--- src/rtl/ov7670_capture_verilog.sv ---
// OV7670 pixel capture: packs camera byte pairs into RGB565 words and writes them to a frame buffer.
// Latency: 2 clk from the second byte of a pixel at the pins to the we strobe.
// Backpressure: none; the camera cannot be stalled. Pixels past the buffer end are dropped and flagged.
// Optional build macro OV7670_CAPTURE_DECIMATE_EN: 2x2 subsampling (even pixels of even lines only).
module ov7670_capture_verilog #(
  parameter int H_PIXELS = 640,
  parameter int V_LINES  = 480,
  parameter int ADDR_W   = 19
) (
  input  logic              clk,
  input  logic              rst_n,
  input  logic              enable,
  input  logic              vsync,
  input  logic              href,
  input  logic [7:0]        d,
  output logic [ADDR_W-1:0] addr,
  output logic [15:0]       dout,
  output logic              we,
  output logic              frame_done,
  output logic [9:0]        line_count,
  output logic              frame_err
);

`ifdef OV7670_CAPTURE_DECIMATE_EN
  localparam int LINES_OUT = V_LINES / 2;
  localparam int PIX_OUT   = (H_PIXELS / 2) * (V_LINES / 2);
`else
  localparam int LINES_OUT = V_LINES;
  localparam int PIX_OUT   = H_PIXELS * V_LINES;
`endif
  localparam int PIX_W = 12;
  localparam logic [ADDR_W-1:0] ADDR_LAST = ADDR_W'(PIX_OUT - 1);
  localparam logic [9:0]        LINES_TGT = 10'(LINES_OUT);
  localparam logic [PIX_W-1:0]  PIX_LINE  = PIX_W'(H_PIXELS);

  typedef enum logic [1:0] {IDLE, WAIT, ACTIVE} state_t;

  state_t           state;
  logic             vsync_r, vsync_q, href_r, href_q;
  logic [7:0]       d_r, hi;
  logic             phase;
  logic [PIX_W-1:0] pix_cnt;
  logic             line_odd;
  logic             full;
  logic             frame_bad;

  logic vs_rise, vs_fall, hr_fall, full_now, keep_pix, line_bad, frame_end_bad;

  assign vs_rise       = vsync_r & ~vsync_q;
  assign vs_fall       = ~vsync_r & vsync_q;
  assign hr_fall       = ~href_r & href_q;
  // A write at the last address this very cycle already counts as full.
  assign full_now      = full | (we & (addr == ADDR_LAST));
  assign line_bad      = (pix_cnt != PIX_LINE) | phase;
  assign frame_end_bad = frame_bad | (line_count != LINES_TGT);
`ifdef OV7670_CAPTURE_DECIMATE_EN
  assign keep_pix = ~line_odd & ~pix_cnt[0];
`else
  assign keep_pix = 1'b1;
`endif

  // Input register stage plus one-cycle-delayed copies for edge detection.
  always_ff @(posedge clk or negedge rst_n) begin
    if (!rst_n) begin
      vsync_r <= 1'b0;
      vsync_q <= 1'b0;
      href_r  <= 1'b0;
      href_q  <= 1'b0;
      d_r     <= '0;
    end else begin
      vsync_r <= vsync;
      vsync_q <= vsync_r;
      href_r  <= href;
      href_q  <= href_r;
      d_r     <= d;
    end
  end

  // Frame FSM, byte packing, addressing and error tracking.
  always_ff @(posedge clk or negedge rst_n) begin
    if (!rst_n) begin
      state      <= IDLE;
      addr       <= '0;
      dout       <= '0;
      we         <= 1'b0;
      frame_done <= 1'b0;
      line_count <= '0;
      frame_err  <= 1'b0;
      hi         <= '0;
      phase      <= 1'b0;
      pix_cnt    <= '0;
      line_odd   <= 1'b0;
      full       <= 1'b0;
      frame_bad  <= 1'b0;
    end else begin
      we         <= 1'b0;
      frame_done <= 1'b0;
      if (we) begin
        if (addr == ADDR_LAST) full <= 1'b1;
        else                   addr <= addr + 1'b1;
      end
      if (!enable) begin
        state <= IDLE;
      end else begin
        case (state)
          IDLE: begin
            if (vs_rise) state <= WAIT;
          end
          WAIT: begin
            if (vs_fall) begin
              addr       <= '0;
              line_count <= '0;
              phase      <= 1'b0;
              pix_cnt    <= '0;
              line_odd   <= 1'b0;
              full       <= 1'b0;
              frame_bad  <= 1'b0;
              state      <= ACTIVE;
            end
          end
          ACTIVE: begin
            if (vs_rise) begin
              // End of frame; any partial pixel is abandoned.
              state      <= WAIT;
              phase      <= 1'b0;
              pix_cnt    <= '0;
              frame_done <= ~frame_end_bad;
              frame_err  <= frame_end_bad;
            end else if (hr_fall) begin
`ifdef OV7670_CAPTURE_DECIMATE_EN
              if (!line_odd && line_count != 10'h3ff) line_count <= line_count + 1'b1;
`else
              if (line_count != 10'h3ff) line_count <= line_count + 1'b1;
`endif
              line_odd <= ~line_odd;
              pix_cnt  <= '0;
              phase    <= 1'b0;
              if (line_bad) begin
                frame_bad <= 1'b1;
                frame_err <= 1'b1;
              end
            end else if (href_r) begin
              if (!phase) begin
                hi    <= d_r;
                phase <= 1'b1;
              end else begin
                phase <= 1'b0;
                if (pix_cnt != {PIX_W{1'b1}}) pix_cnt <= pix_cnt + 1'b1;
                if (keep_pix) begin
                  if (full_now) begin
                    frame_bad <= 1'b1;
                    frame_err <= 1'b1;
                  end else begin
                    dout <= {hi, d_r};
                    we   <= 1'b1;
                  end
                end
              end
            end
          end
          default: state <= IDLE;
        endcase
      end
    end
  end

endmodule

--- config.mk ---
export PLATFORM = sky130hd
export DESIGN_NAME = ov7670_capture_verilog
export DESIGN_NICKNAME = d
export VERILOG_FILES = /design/src/rtl/ov7670_capture_verilog.sv
export SDC_FILE = /design/constraint.sdc
export NUM_CORES = 1
export LEC_CHECK = 0
export ABC_AREA = 1
export CAP_MARGIN = 20
export CORE_UTILIZATION = 30
export CTS_CLUSTER_DIAMETER = 40
export DETAILED_ROUTE_END_ITERATION = 6
export PLACE_DENSITY = 0.59
export SKIP_CTS_REPAIR_TIMING = 1
export SYNTH_ARGS = -nofsm -noshare
export SYNTH_HDL_FRONTEND = slang
export SYNTH_SLANG_ARGS = --single-unit
--- constraint.sdc ---
create_clock -name clk -period 4 [get_ports clk]
set_clock_uncertainty 0.1 [all_clocks]
set_input_delay 1 -clock clk [delete_from_list [all_inputs] [get_ports clk]]
set_output_delay 1 -clock clk [all_outputs]
set_load 0.02 [all_outputs]
==> results.sh, run 1 <==
export IMPL_synth_fp_nets=594
export IMPL_finalCritPeriodShare_pct=67.7
export IMPL_core_area_um2=14600
export IMPL_dp_hpwl_mm=7.46
export IMPL_finalSetupTns_ns=0
export IMPL_drive_gt1_share_pct=8.29
export IMPL_worstPathCellList="clkdlybuf4s50_1"
export IMPL_antennaDiodeCount=0
export IMPL_grt_total_usage_pct=13.9
export IMPL_worst_ir_drop_vdd_mv=0.188
export IMPL_slew_violations=0
export IMPL_slowest_delay_ns=0.70
export IMPL_die_height_um=125
export IMPL_syn2layout_area_growth_pct=23.5
export IMPL_hold_viol=0
export IMPL_die_x_um=125
export IMPL_crit_buf_inv=1
export IMPL_grt_max_degree=86
export IMPL_tightest_slew_ns=0.688
export IMPL_io_pins=61
export IMPL_hold_ws_ns=0.331
export IMPL_period_minus_slack_ns=2.71
export IMPL_ant_nets=0
export IMPL_status="finished clean"
export IMPL_layout_setup_ws_ns=1.29
export IMPL_dp_slack_ns=1.05
export IMPL_grt_util_met2_pct=22.6
export IMPL_synth_area_um2=4500
export IMPL_drt_iter0_markers=227
export IMPL_top_usage_layer="met2"
export IMPL_grt_remaining_overflow=0
export IMPL_grt_pass1_vias=3799
export IMPL_cts_made_buffers=9
export IMPL_cp_arrival_ns=1.61
export IMPL_netlist_instances=572
export IMPL_drc=0
export IMPL_dp_cells=806
export IMPL_fin_nets=656
export IMPL_vias_per_cell=4.72
export IMPL_postSynthAreaPerCell_um2=7.87
export IMPL_use_met1_pct=17.8
export IMPL_clkLatencyLatePin_ns=0.34
export IMPL_clkTransAtPathRegs_ns=0.06
export IMPL_dr_total_vias=3884
export IMPL_relSlewSlack_pct=54.1
export IMPL_gp_congestion=0.856
export IMPL_cts_root_buf="clkbuf_16"
export IMPL_instances_no_fill=823
export IMPL_yosysWarnings=0
export IMPL_routed_wl_mm=10.2
export IMPL_start_kind="register"
export IMPL_hold_class="reg -> reg"
export IMPL_synth_cell_types=38
export IMPL_maxCapViolations=0
export IMPL_path_class="reg -> out"
export IMPL_rsz0062_at_grt="false"
export IMPL_setup_viol=0
export IMPL_ys_seq_elements=85
export IMPL_htreeDepth=3
export IMPL_cpLargestDelayFamily="buffers and inverters"
export IMPL_path_max_fanout=9
export IMPL_cp_end_kind="output pin"
export IMPL_port_buffers=60
export IMPL_worst_ep_required_time_ns=2.90
export IMPL_grt_pass1_wl_mm=17.7
export IMPL_rows=44
export IMPL_placed_area_um2=5240
export IMPL_start_util_pct=30.9
export IMPL_fin_area_um2=5560
export IMPL_cts_tree="built"
export IMPL_final_common_cell="nand2_1"
export IMPL_mostFrequentLayoutCells="nand2_1, dfrtp_1, inv_1"
export IMPL_antenna_found_initial=0
export IMPL_fmax_mhz=370
export IMPL_fill_cells=1500
export IMPL_dieArea_um2=15500
export IMPL_cts_sinks=85
export IMPL_ys_seq_area_share_pct=47.2
export IMPL_wl_per_cell_um=12.4
export IMPL_use_met3_pct=3.05
export IMPL_first_pass_iters=5
export IMPL_power_leakage_nw=2.59
export IMPL_power_density_nw_per_um2=473
export IMPL_clk_path_buf_depth=2
export IMPL_cp_slowest_cell="clkdlybuf4s50_1"
-- logic make-up (layout without fill, tap and decap cells) --
logic type | count (synthesis) | after routing | share of synthesized area [%]
AND/OR/NAND/NOR | 300 | 300 | 29.5
buffers and inverters | 99 | 166 | 9.45
flip-flops | 85 | 85 | 47.2
AO/OA/AOI/OAI | 68 | 68 | 9.14
XOR/XNOR | 11 | 11 | 2.14
adder cells (fa/ha/maj) | 9 | 9 | 2.50
-- synthesized netlist by cell type, drive strengths merged --
| cell | count | area [um2] |
|---|---|---|
| xnor2 | 1 | 8.76 |
| dfrtp | 85 | 2130 |
| or2 | 2 | 12.5 |
| nor2 | 62 | 269 |
| a21boi | 1 | 7.51 |
| ha | 9 | 113 |
| nand3 | 36 | 203 |
| and2 | 1 | 6.26 |
| buf | 8 | 83.8 |
| xor2 | 10 | 87.6 |
| o21a | 1 | 7.51 |
| nand2 | 165 | 642 |
| nand4 | 16 | 100 |
| o21ai | 42 | 244 |
| nor4 | 2 | 12.5 |
| a22oi | 2 | 20.0 |
| nor3 | 16 | 85.1 |
| inv | 89 | 334 |
| a21oi | 14 | 73.8 |
| clkbuf | 2 | 7.51 |
| o31ai | 7 | 52.6 |
| o22ai | 1 | 6.26 |
-- layer usage --
| layer | vias to the layer above | routed length (um) |
|---|---|---|
| met1 | 1839 | 4770 |
| met4 | 0 | 156 |
| met2 | 82 | 4770 |
| li1 | 1950 | - |
| met3 | 13 | 472 |
| met5 | - | 0 |
-- cell type report --
type | count | area [um2] | area share (%)
inverter | 89 | 334 | 6.01
multi-input combinational | 388 | 1950 | 35.1
timing repair buffer | 61 | 626 | 11.3
tap | 184 | 230 | 4.14
clock inverter | 5 | 38.8 | 0.698
sequential | 85 | 2130 | 38.3
clock buffer | 11 | 253 | 4.55
-- path summary, 6_finish.rpt --
| kind | depth (start not counted) | slack [ns] | start | end |
|---|---|---|---|---|
| worst max-delay path | 1 | 1.29 | we$_DFF_PN0_ | we |
| worst min register to register | 0 | 0.33 | vsync_r$_DFF_PN0_ | vsync_q$_DFF_PN0_ |
| worst min-delay path | 0 | 0.33 | vsync_r$_DFF_PN0_ | vsync_q$_DFF_PN0_ |
| max in group asynchronous | 2 | 2.70 | rst_n | d_r[6]$_DFF_PN0_ |
| worst max register to register | 8 | 1.41 | state[0]$_DFFE_PN0P_ | dout[12]$_DFFE_PN0P_ |
| min in group asynchronous | 1 | 0.48 | rst_n | addr[8]$_DFF_PN0_ |
-- report_power, final --
part	switching, W	leakage [nW]	internal [W]
logic	0.000437	1.30	0.000280
registers	0.000107	1.14	0.000992
clock network	0.000351	0.143	0.000460
total	0.000895	2.59	0.00173
-- through the flow --
stage / total power [W] / utilization [%]
floorplan: 0.00157 / -
global placement: 0.00181 / 35.9
detailed placement: 0.00183 / 35.9
CTS: 0.00266 / 37.9
global route: 0.00279 / 38.1
finish: 0.00263 / 38.1
-- registers in the layout, summed over array words and instances (netlist names), 2 cells and up --
register,cells
pix_cnt,12
dout,16
d_r,8
state,2
addr,19
hi,8
line_count,10
Power figures use the tool's default switching activity.
==> run 2, diff against run 1 <==
PLACE_DENSITY = 0.61   (was 0.59)
clock period = 2.2 ns   (was 4 ns; I/O delays follow)
==> run 2 against run 1 <==
Against the previous run:
- critical path depth stayed put
- final area rose by 3.2%
- hold slack lost 0.23 ns
- combinational power increased by 99%
- non-clock buffer count grew 18
- utilization increased by 1.2 points
- count of clock-buffer cells in the layout decreased by 2
==> results.sh, run 2 (synthesis gave the netlist of run 1 again) <==
export IMPL_cts_tree="built"
export IMPL_grt_pass1_vias=3968
export IMPL_drt_iter0_markers=158
export IMPL_dp_hpwl_mm=7.61
export IMPL_power_density_nw_per_um2=883
export IMPL_gp_congestion=0.847
export IMPL_finalCritPeriodShare_pct=95.9
export IMPL_power_leakage_nw=2.69
export IMPL_cp_end_kind="output pin"
export IMPL_switching_share_pct=32.6
export IMPL_worst_ir_drop_vdd_mv=0.529
export IMPL_grt_remaining_overflow=0
export IMPL_ff2ff_path_depth=7
export IMPL_cp_slowest_cell="clkdlybuf4s50_1"
export IMPL_maxCapViolations=0
export IMPL_top_register="addr"
export IMPL_worst_ep_required_time_ns=1.55
export IMPL_hold_class="in -> async"
export IMPL_core_area_um2=14600
export IMPL_cp_arrival_ns=1.46
export IMPL_final_common_cell="nand2_1"
export IMPL_die_x_um=125
export IMPL_grt_max_degree=86
export IMPL_crit_buf_inv=1
export IMPL_ant_nets=0
export IMPL_path_max_fanout=6
export IMPL_routed_wl_mm=10.2
export IMPL_rows=44
export IMPL_rr_startpoint="state[0]$_DFFE_PN0P_"
export IMPL_finalSetupTns_ns=0
export IMPL_fin_nets=674
export IMPL_htreeDepth=3
export IMPL_fmax_mhz=474
export IMPL_grt_total_usage_pct=14.2
export IMPL_worstPathCellList="clkdlybuf4s50_1"
export IMPL_syn2layout_area_growth_pct=27.5
export IMPL_grt_util_met2_pct=23.2
export IMPL_cts_made_buffers=9
export IMPL_dp_cells=825
export IMPL_clkTransAtPathRegs_ns=0.07
export IMPL_largest_register_ff_count=19
export IMPL_p_sw_w=0.00165
export IMPL_use_met1_pct=17.5
export IMPL_use_met3_pct=4.55
export IMPL_dieArea_um2=15500
export IMPL_final_core_util_pct=39.3
export IMPL_sequentialPowerShare_pct=39.1
export IMPL_grt_pass1_wl_mm=18.0
export IMPL_cts_sinks=85
export IMPL_antennaDiodeCount=0
export IMPL_instances_no_fill=841
export IMPL_die_height_um=125
export IMPL_period_minus_slack_ns=2.11
export IMPL_wl_per_cell_um=12.1
export IMPL_r2r_end="dout[5]$_DFFE_PN0P_"
export IMPL_start_util_pct=30.9
export IMPL_vias_per_cell=4.65
export IMPL_top_usage_layer="met2"
export IMPL_drc=0
export IMPL_tightest_slew_ns=0.466
export IMPL_slew_violations=0
export IMPL_first_pass_iters=4
export IMPL_largest_registers="addr x19, dout x16, pix_cnt x12"
export IMPL_drive_gt1_share_pct=11.0
export IMPL_setup_viol=0
export IMPL_cpLargestDelayFamily="buffers and inverters"
export IMPL_internal_power_w=0.00341
export IMPL_rsz0062_at_grt="false"
export IMPL_power_frac_comb_pct=28.2
export IMPL_antenna_found_initial=0
export IMPL_io_pins=61
export IMPL_slowest_delay_ns=0.64
export IMPL_p_clk_share_pct=32.7
export IMPL_mostFrequentLayoutCells="nand2_1, dfrtp_1, inv_1"
export IMPL_dr_total_vias=3911
export IMPL_port_buffers=60
export IMPL_path_class="reg -> out"
export IMPL_status="finished clean"
export IMPL_clk_path_buf_depth=2
export IMPL_relSlewSlack_pct=68.9
export IMPL_r2r_setup_slack_ns=0.21
export IMPL_clkLatencyLatePin_ns=0.35
export IMPL_p_total_w=0.00507
export IMPL_start_kind="register"
export IMPL_hold_viol=0
export IMPL_cts_root_buf="clkbuf_16"
==> run 2: cell count changes in the layout (fill, tap and decap cells not counted), moves of 2 or more <==
cell | previous run | this run
buf_12 | 0 | 2
buf_4 | 1 | 18
clkinv_4 | 0 | 2
clkbuf_8 | 2 | 0
bufinv_16 | 0 | 2
==> run 2: power by group through the flow <==
stage | combinational [W] | sequential (W) | clock, W
detailed placement | 0.00143 | 0.00201 | 0
finish | 0.00143 | 0.00198 | 0.00166
global route | 0.00159 | 0.00202 | 0.00177
global placement | 0.00141 | 0.00201 | 0
floorplan | 0.000706 | 0.00214 | 0
CTS | 0.00144 | 0.00199 | 0.00170
==> run 2: worst max path at each step <==
| stage | cells after the start | endpoint | start | slack, ns |
|---|---|---|---|---|
| 3_5_place_dp | 6 | dout[5]$_DFFE_PN0P_ | enable | -0.1 |
| 3_3_place_gp | 6 | dout[5]$_DFFE_PN0P_ | enable | -0.04 |
| 2_1_floorplan | 9 | line_count[5]$_DFFE_PN0P_ | line_count[0]$_DFFE_PN0P_ | 0.36 |
| 4_1_cts | 1 | addr[3] | addr[3]$_DFF_PN0_ | 0.08 |
| 6_report | 1 | addr[13] | addr[13]$_DFF_PN0_ | 0.09 |
| 5_1_grt | 1 | addr[3] | addr[3]$_DFF_PN0_ | 0.02 |
==> run 2: metal layers <==
layer | part of all wire, % | vias to the layer above
met5 | 0 | -
met1 | 47 | 1854
met4 | 1.3 | 0
li1 | - | 1980
met2 | 48 | 63
met3 | 3.9 | 14
==> run 2: final cells by class <==
type,instances,area (um2)
Clock buffer,9,225
Clock inverter,7,104
Fill cell,1454,8850
Inverter,89,334
Multi-Input combinational cell,388,1950
Sequential cell,85,2130
Tap cell,184,230
Timing Repair Buffer,79,766
==> run 2: through the flow <==
step / hold slack, ns / cell area, um2 / setup WS, ns
floorplan: 0.154 / 4500 / 0.365
global placement: 0.308 / 5410 / -0.0383
detailed placement: 0.313 / 5410 / -0.0973
CTS: 0.142 / 5740 / 0.0761
global route: 0.163 / 5740 / 0.0179
finish: 0.104 / 5740 / 0.0913
==> variant, RTL diff (flow settings as in run 2) <==
`d_r` no longer has a reset.
--- a/src/rtl/ov7670_capture_verilog.sv
+++ b/src/rtl/ov7670_capture_verilog.sv
@@ -67,5 +67,4 @@
       href_r  <= 1'b0;
       href_q  <= 1'b0;
-      d_r     <= '0;
     end else begin
       vsync_r <= vsync;
@@ -73,6 +72,9 @@
       href_r  <= href;
       href_q  <= href_r;
-      d_r     <= d;
     end
+  end
+
+  always_ff @(posedge clk) begin
+    d_r <= d;
   end
 
Function: same outputs for any inputs over 4 cycles, from zero or initial values and one cycle with rst_n low; that may be too few to reach the edited logic, so the function may still have changed.
==> variant against run 2 <==
Non-clock buffer count shrank 6. Area after synthesis shrank 0.89%. Design area shrank 1.3%. Power shrank 1.5%. Sequential cell count is the same. First-iteration DRC count grew 30%. Worst setup slack gained 0.0052 ns. Routed wire length grew 0.38%. Hold slack lost 0.040 ns. Global-route usage grew 0.15 points. Critical endpoint is now addr[3]. Largest cell class unchanged. Largest power group unchanged.
==> variant: results (changes against run 2) <==
Status
  • Status: complete, no violations

Cells and area
  • Nets: 668 (-0.89%)
  • Share of cells above drive strength 1: 0.101 (-0.00821)
  • N_diodes: 0 (unchanged)

GRT
  • GRT Overall Usage: 0.144 (+0.00152)
  • First-pass GRT wire length: 17,200 um (-4.4%)
  • Largest net degree at the start of global routing: 38 (-56%)
  • Vias in the first global route: 3,693 (-6.9%)

Pwr
  • Static Leak: 0.00264 uW (-1.7%)
  • VDD IR max: 0.328 mV (-38%)

STA
  • Relative slew slack: 0.690 (about the same)

Route
  • 1st-pass router iterations: 4 (unchanged)
  • DRT iter0 DRCs: 206 (+30%)
  • Vias per Instance: 4.65 (about the same)
  • Wire length per cell: 12.2 um (+1.1%)

Setup path
  • CP max FO: 7 (+1)
  • Critical Path Source: addr[3]
  • WP data arrival: ~1.5 ns

Placed design
  • IO Port Bufs: 60 (unchanged)
  • Detailed placement HPWL: 7540 um (-0.94%)
  • Routability congestion estimate from global placement: 0.880 (+3.8%)

Clock network
  • CTS clk-pin slew, worst paths: 0.07 ns (about the same)
  • Worst skew pair latency: between 0.3 and 0.4 ns

Synthesis
  • Seq/Total Area, Yosys: 0.468 (-0.00473)
  • Commonest cells post-synth: 158 x nand2_1, 83 x inv_1, 77 x dfrtp_1
  • Post-synthesis async set-or-reset flop share: 0.906 (-0.0941)
  • Synth unique cells: 39 (+2.6%)
  • Synth area leaders: dfrtp_1 43%, nand2_1 13%, inv_1 7.0%, nor2_1 4.8%, nand3_1 3.7%
==> variant: cell types whose count changed after synthesis <==
cell,before,now
dfrtp_1,85,77
dfxtp_1,0,8
==> variant: metrics by stage <==
step | hold slack (ns) | instances | setup slack, ns | util | instance area, um2
final | 0.0641 | 835 | 0.0964 | 0.390 | 5670
after global routing | 0.0829 | 835 | 0.0154 | 0.390 | 5670
after floorplan | 0.154 | 572 | 0.365 | - | 4460
after global placement | 0.308 | 819 | 0.0539 | 0.368 | 5350
after CTS | 0.0620 | 835 | 0.0792 | 0.390 | 5660
after detailed placement | 0.310 | 819 | 0.0308 | 0.368 | 5350
==> variant: kinds of logic after synthesis <==
logic type | count (synthesis) | synth area share
AND/OR/NAND/NOR | 300 | 0.298
buffers and inverters | 99 | 0.0953
flip-flops | 85 | 0.468
AO/OA/AOI/OAI | 68 | 0.0922
XOR/XNOR | 11 | 0.0216
adder cells (fa/ha/maj) | 9 | 0.0252
==> variant: where the power goes <==
group	switching (uW)	internal (uW)	leakage, uW
Clock	676	936	0.000156
Combinational	819	576	0.00138
Sequential	184	1800	0.00111
==> variant: path summary, 6_finish.rpt <==
| check | to | slack (ns) | cells after the start |
|---|---|---|---|
| max in group asynchronous | dout[8] | 1.38 | 2 |
| min | frame_done | 0.06 | 1 |
| min in group clk | vsync_q | 0.32 | 0 |
| min reg2reg | vsync_q | 0.32 | 0 |
| max reg2reg | pix_cnt[6] | 0.18 | 10 |
| max | addr[3] | 0.1 | 1 |
==> variant: cell type report <==
class	count	area (um2)
multi-input cells	388	1950
flip-flops and latches	85	2090
fillers	1527	8870
repair buffers	73	746
well taps	184	230
inverters	89	337
clock buffers	10	239
clock inverters	6	76.3
==> variant: routing by layer <==
metal  vias to the layer above  global-route usage  wire [um]
met4                         0              0.0647        220
li1                       1967                   -          -
met3                        17              0.0330        403
met2                        82               0.231       4810
met1                      1815               0.183       4780
met5                         -                   0          0
